**src/rtl/serial_pkg.sv**
```systemverilog
// rtl/serial_pkg.sv - shared state type and width helpers for the serial deserializer
package serial_pkg;

  // Receiver FSM states
  typedef enum logic {
    ST_IDLE = 1'b0,
    ST_RECV = 1'b1
  } state_t;

  // Ceiling log2 for elaboration-time widths; clog2(1) = 0
  function automatic int clog2(input int value);
    int result;
    int remaining;
    result    = 0;
    remaining = value - 1;
    while (remaining > 0) begin
      result    = result + 1;
      remaining = remaining >> 1;
    end
    return result;
  endfunction

  // Gap counter width: must hold 0..TIMEOUT, never narrower than one bit
  function automatic int timeout_cw(input int timeout_cycles);
    int w;
    w = clog2(timeout_cycles + 1);
    return (w < 1) ? 1 : w;
  endfunction

endpackage

```
**src/rtl/word_holding_reg.sv**
```systemverilog
// rtl/word_holding_reg.sv - one-word valid/ready output register with sticky overrun
module word_holding_reg #(
  parameter int WIDTH = 8
) (
  input  logic             CLK,
  input  logic             RST,
  input  logic             load,
  input  logic [WIDTH-1:0] load_data,
  input  logic             out_ready,
  input  logic             clear_overrun,
  output logic [WIDTH-1:0] data,
  output logic             valid,
  output logic             overrun
);

  logic [WIDTH-1:0] data_q, data_d;
  logic             valid_q, valid_d;
  logic             overrun_q, overrun_d;
  logic             xfer;
  logic             blocked;

  // Next-state: a transfer frees the slot in the same edge a new word may load,
  // so a word completing during a transfer is accepted without overrun
  always_comb begin
    xfer      = valid_q && out_ready;
    blocked   = valid_q && !out_ready;
    data_d    = data_q;
    valid_d   = valid_q;
    overrun_d = overrun_q;
    if (xfer) begin
      valid_d = 1'b0;
    end
    if (clear_overrun) begin
      overrun_d = 1'b0;
    end
    if (load) begin
      if (blocked) begin
        overrun_d = 1'b1;
      end else begin
        data_d  = load_data;
        valid_d = 1'b1;
      end
    end
  end

  // State register with synchronous reset
  always_ff @(posedge CLK) begin
    if (RST) begin
      data_q    <= '0;
      valid_q   <= 1'b0;
      overrun_q <= 1'b0;
    end else begin
      data_q    <= data_d;
      valid_q   <= valid_d;
      overrun_q <= overrun_d;
    end
  end

  assign data    = data_q;
  assign valid   = valid_q;
  assign overrun = overrun_q;

endmodule

```
**src/rtl/serial_deserializer.sv**
```systemverilog
// rtl/serial_deserializer.sv - framed serial-to-parallel receiver with timeout and overrun flags
module serial_deserializer
  import serial_pkg::*;
#(
  parameter  int WIDTH     = 8,
  parameter  int MSB_FIRST = 0,
  parameter  int TIMEOUT   = 255,
  localparam int CW        = clog2(WIDTH + 1)
) (
  input  logic             CLK,
  input  logic             RST,
  input  logic             serial_input,
  input  logic             bit_strobe,
  input  logic             frame_start,
  input  logic             out_ready,
  input  logic             clear_overrun,
  output logic [WIDTH-1:0] parallel_output,
  output logic             out_valid,
  output logic             busy,
  output logic [CW-1:0]    bit_count,
  output logic             frame_error,
  output logic             overrun
);

  localparam int               CW_T     = timeout_cw(TIMEOUT);
  localparam logic [CW-1:0]    LAST_BIT = CW'(WIDTH - 1);
  localparam logic [CW_T-1:0]  GAP_LAST = (TIMEOUT == 0) ? '0 : CW_T'(TIMEOUT - 1);

  state_t           state_q, state_d;
  logic [WIDTH-1:0] shreg_q, shreg_d;
  logic [CW-1:0]    cnt_q, cnt_d;
  logic [CW_T-1:0]  gap_q, gap_d;
  logic             ferr_q, ferr_d;
  logic [WIDTH-1:0] shifted;
  logic             word_done;
  logic             timeout_hit;

  // Shift register contents after taking in the current serial bit
  always_comb begin
    if (MSB_FIRST != 0) begin
      shifted = {shreg_q[WIDTH-2:0], serial_input};
    end else begin
      shifted = {serial_input, shreg_q[WIDTH-1:1]};
    end
  end

  // FSM next-state: frame_start beats a strobe, a strobe beats the timeout
  always_comb begin
    state_d     = state_q;
    shreg_d     = shreg_q;
    cnt_d       = cnt_q;
    gap_d       = gap_q;
    ferr_d      = 1'b0;
    word_done   = 1'b0;
    timeout_hit = (TIMEOUT != 0) && (gap_q == GAP_LAST);
    if (state_q == ST_IDLE) begin
      if (frame_start) begin
        state_d = ST_RECV;
        shreg_d = '0;
        cnt_d   = '0;
        gap_d   = '0;
      end
    end else begin
      if (frame_start) begin
        shreg_d = '0;
        cnt_d   = '0;
        gap_d   = '0;
        ferr_d  = 1'b1;
      end else if (bit_strobe) begin
        shreg_d = shifted;
        gap_d   = '0;
        if (cnt_q == LAST_BIT) begin
          word_done = 1'b1;
          state_d   = ST_IDLE;
          cnt_d     = '0;
        end else begin
          cnt_d = cnt_q + 1'b1;
        end
      end else if (timeout_hit) begin
        ferr_d  = 1'b1;
        state_d = ST_IDLE;
        shreg_d = '0;
        cnt_d   = '0;
        gap_d   = '0;
      end else if (TIMEOUT != 0) begin
        gap_d = gap_q + 1'b1;
      end
    end
  end

  // FSM, shift register and counters with synchronous reset
  always_ff @(posedge CLK) begin
    if (RST) begin
      state_q <= ST_IDLE;
      shreg_q <= '0;
      cnt_q   <= '0;
      gap_q   <= '0;
      ferr_q  <= 1'b0;
    end else begin
      state_q <= state_d;
      shreg_q <= shreg_d;
      cnt_q   <= cnt_d;
      gap_q   <= gap_d;
      ferr_q  <= ferr_d;
    end
  end

  // The completed word (including the final bit) loads on the final strobe's edge
  word_holding_reg #(
    .WIDTH (WIDTH)
  ) u_hold (
    .CLK           (CLK),
    .RST           (RST),
    .load          (word_done),
    .load_data     (shifted),
    .out_ready     (out_ready),
    .clear_overrun (clear_overrun),
    .data          (parallel_output),
    .valid         (out_valid),
    .overrun       (overrun)
  );

  assign busy        = (state_q == ST_RECV);
  assign bit_count   = cnt_q;
  assign frame_error = ferr_q;

endmodule

```
**config.mk**
```make
export PLATFORM = sky130hd
export DESIGN_NAME = serial_deserializer
export DESIGN_NICKNAME = d
export VERILOG_FILES = /design/src/rtl/serial_pkg.sv /design/src/rtl/word_holding_reg.sv /design/src/rtl/serial_deserializer.sv
export SDC_FILE = /design/constraint.sdc
export NUM_CORES = 1
export LEC_CHECK = 0
export BUFFER_PORTS_ARGS = -buffer_cell sky130_fd_sc_hd__buf_4
export CORE_ASPECT_RATIO = 0.6
export CORE_MARGIN = 4
export CORE_UTILIZATION = 45
export DETAILED_ROUTE_END_ITERATION = 6
export GPL_TIMING_DRIVEN = 0
export HOLD_SLACK_MARGIN = 0.15
export PLACE_DENSITY = 0.66
export SETUP_SLACK_MARGIN = 0.02
export SKIP_CTS_REPAIR_TIMING = 1
export SYNTH_ARGS = -nofsm -noshare
export SYNTH_HDL_FRONTEND = slang
export SYNTH_HIERARCHICAL = 1
export SYNTH_SLANG_ARGS = --single-unit
```
**constraint.sdc**
```tcl
create_clock -name CLK -period 2.2 [get_ports CLK]
set_input_delay 0.11 -clock CLK [delete_from_list [all_inputs] [get_ports CLK]]
set_output_delay 0.11 -clock CLK [all_outputs]
set_load 0.03 [all_outputs]
```
==> results.yml <==
timing:
  fin_crit_sh: 0.877
  fmax_mhz: 518
  fin_ws_ns: 0.271
  slew_headroom: 0.600
  setup_tns_ns: 0
  hold_viol: 0
  final-max-slew-violation-count: 0
  rsz0062_at_grt: "no"
  worst_pin_slew_ns: 0.597
  period_needed_ns: 1.93
  setup_viol: 0
  fin_worst_skew_ns: 0.00260
synthesis:
  syn_avg_cell_area_um2: 9.12
  synth_cell_types: 37
  yosysSeqAreaShare: 0.418
  synth-seq-cells: 31
  netlist_instances: 163
  synthesis.nets: 173
  yosysWarningCount: 6
  synth_top_area_share: 0.418
  syn-cell-area_um2: 1490
  synthTopCellsByArea: "dfxtp_1, mux2i_1, nand2b_1, nor2_1, a22oi_1"
  synth_top_area_cell: "dfxtp_1"
drt:
  wl_um: 3030
  drt_pass1_iterations: 5
  drtAntennaViolNets: 0
  vias_per_cell: 5.32
  avgRoutedWirePerCell_um: 12.9
  drc: 0
  via_count: 1246
  drtIter0Drc: 47
die:
  die_height_um: 52.5
  start_util: 0.495
  pin_count: 23
  core_area_um2: 3000
  die-area_um2: 4320
  chipWidth_um: 82.2
  rows: 15
clock_tree:
  clkTransAtPathRegs_ns: 0.06
  cts_tree: "done"
  numCtsBuffers: 5
  clkLatencyLatePin_ns: 0.28
  cts_sinks: 31
  clock-root-buffer: "clkbuf_8"
  clockBufferDepth: 2
  ctsHtreeMaxLevel: 2
setup_path:
  endpoint_kind: "flip-flop"
  startpoint_type: "flip-flop"
  rr_worst_depth: 7
  endpoint: "u_hold/data[1]"
  required_ns: 2.41
  rrSetupSlack_ns: 0.27
  rr_endpoint: "u_hold/data[1]"
  worstSetupPathType: "reg2reg"
  critPathMaxFanout: 9
  crit_arrival_ns: 2.14
  rr_startpoint: "busy"
  startpoint: "busy"
power_and_ir_drop:
  p_leak_nw: 0.671
  ir_worst_vdd_uv: 329
  powerDensity_nw_per_um2: 585
cells_and_area:
  final_area_um2: 1790
  multi_input_area_um2: 796
  final_nets: 203
  diodes: 0
  area.sequential_um2: 621
  area_growth_syn_to_layout_pct: 20.5
  drive_gt1_frac: 0.203
  nFillCells: 276
place:
  dpl_cell_area_um2: 1690
  place_ws_ns: 0.295
  dpl.hpwl_um: 2220
  port_buffers: 20
  gp_congestion: 0.866
global_routing:
  grt_max_degree: 13
  antenna_found_initial: 0
  grtUsageTotal: 0.160
  overflow: 0
  grt_first_pass_wirelength_um: 5090
  grt_pass1_vias: 1143
min_path:
  hold_path.class: "in2reg"
job:
  drv_cap: 0
status:
  outcome: "complete, no violations"
==> metrics by stage <==
stage	utilization	hold slack [ns]	cells	total power, W
6_report	0.597	0.187	234	0.00105
4_1_cts	0.587	0.0965	231	0.00106
3_3_place_gp	0.563	0.376	225	0.000653
3_5_place_dp	0.563	0.389	225	0.000654
2_1_floorplan	-	0.265	163	0.000631
5_1_grt	0.597	0.198	234	0.00109
==> cell families after synthesis <==
| logic type | share of synthesized area |
|---|---|
| buffers and inverters | 0.0471 |
| adders and majority gates | 0.0253 |
| DFF | 0.418 |
| and+or+nand+nor | 0.278 |
| muxes | 0.0673 |
| AOI/OAI and AO/OA | 0.165 |
==> synth_stat cells <==
| master | instances |
|---|---|
| dfxtp_1 | 31 |
| nor2_1 | 21 |
| nand2b_1 | 16 |
| a22oi_1 | 10 |
| mux2i_1 | 10 |
| a21oi_1 | 9 |
| nand2_1 | 7 |
| nand3_1 | 7 |
| inv_1 | 5 |
| nor3_1 | 5 |
| buf_4 | 3 |
| ha_1 | 3 |
| o21ai_0 | 3 |
| a31oi_1 | 2 |
| and2_1 | 2 |
| and3_1 | 2 |
| and4_1 | 2 |
| buf_2 | 2 |
| clkbuf_1 | 2 |
| nor2b_1 | 2 |
| nor3_2 | 2 |
| o21ai_1 | 2 |
| a211oi_1 | 1 |
| a21boi_0 | 1 |
| a21boi_4 | 1 |
| a221oi_4 | 1 |
| a32o_1 | 1 |
| and3b_1 | 1 |
| buf_6 | 1 |
| nand3b_1 | 1 |
| nand4_1 | 1 |
| nand4b_1 | 1 |
| nor2b_2 | 1 |
| nor2b_4 | 1 |
| nor3b_4 | 1 |
| o21a_1 | 1 |
| o21ba_2 | 1 |
==> critical path, stage by stage, from the launching register on <==
cell	delay (ns)
dfxtp_1	0.33
buf_4	0.17
inv_1	0.09
nor3_2	0.51
and2_1	0.25
nor2b_2	0.16
buf_6	0.16
mux2i_1	0.19
==> cell usage in the layout, fill, tap and decap left out, types with 5 or more instances in the layout <==
cell	n
nor3_1	5
clkbuf_8	5
inv_1	5
mux2i_1	10
nor2_1	21
nand2_1	7
nand2b_1	16
buf_4	23
nand3_1	7
dfxtp_1	31
a21oi_1	9
a22oi_1	10
==> final cells by class <==
cell class,instances,area share
Multi-Input combinational cell,119,0.444
Sequential cell,31,0.346
Timing Repair Buffer,23,0.101
Clock buffer,6,0.0405
Tap cell,42,0.0293
Buffer,8,0.0286
Inverter,5,0.0105
==> per-layer routing <==
metal | vias up | wire length, um | GRT usage
met5 | - | 0 | 0
met4 | 0 | 40 | 0.0829
met2 | 24 | 1250 | 0.223
met1 | 592 | 1590 | 0.219
met3 | 6 | 145 | 0.0481
li1 | 624 | - | -
==> state kept, by name, indices dropped and copies added (netlist names) <==
| name | flops |
|---|---|
| shreg_q | 7 |
| bit_count | 4 |
| u_hold/valid | 1 |
| busy | 1 |
| frame_error | 1 |
| u_hold/data | 8 |
| gap_q | 8 |
| u_hold/overrun | 1 |
==> power by group <==
part / internal (W) / switching, W / total [W]
clock network: 0.000210 / 0.000190 / 0.000400
logic: 0.0000327 / 0.0000462 / 0.0000789
registers: 0.000565 / 0.00000289 / 0.000568
total: 0.000808 / 0.000239 / 0.00105
==> worst min path at each step <==
stage	from	slack, ns	cells past startpoint	to
floorplan	serial_input	0.26	2	u_hold/data[7]
global placement	serial_input	0.38	3	shreg_q[7]
detailed placement	serial_input	0.39	3	shreg_q[7]
CTS	serial_input	0.1	3	shreg_q[7]
global route	bit_strobe	0.20	3	bit_count[2]
finish	bit_strobe	0.19	3	bit_count[2]
Note: power is estimated with default switching activity, not from simulation.
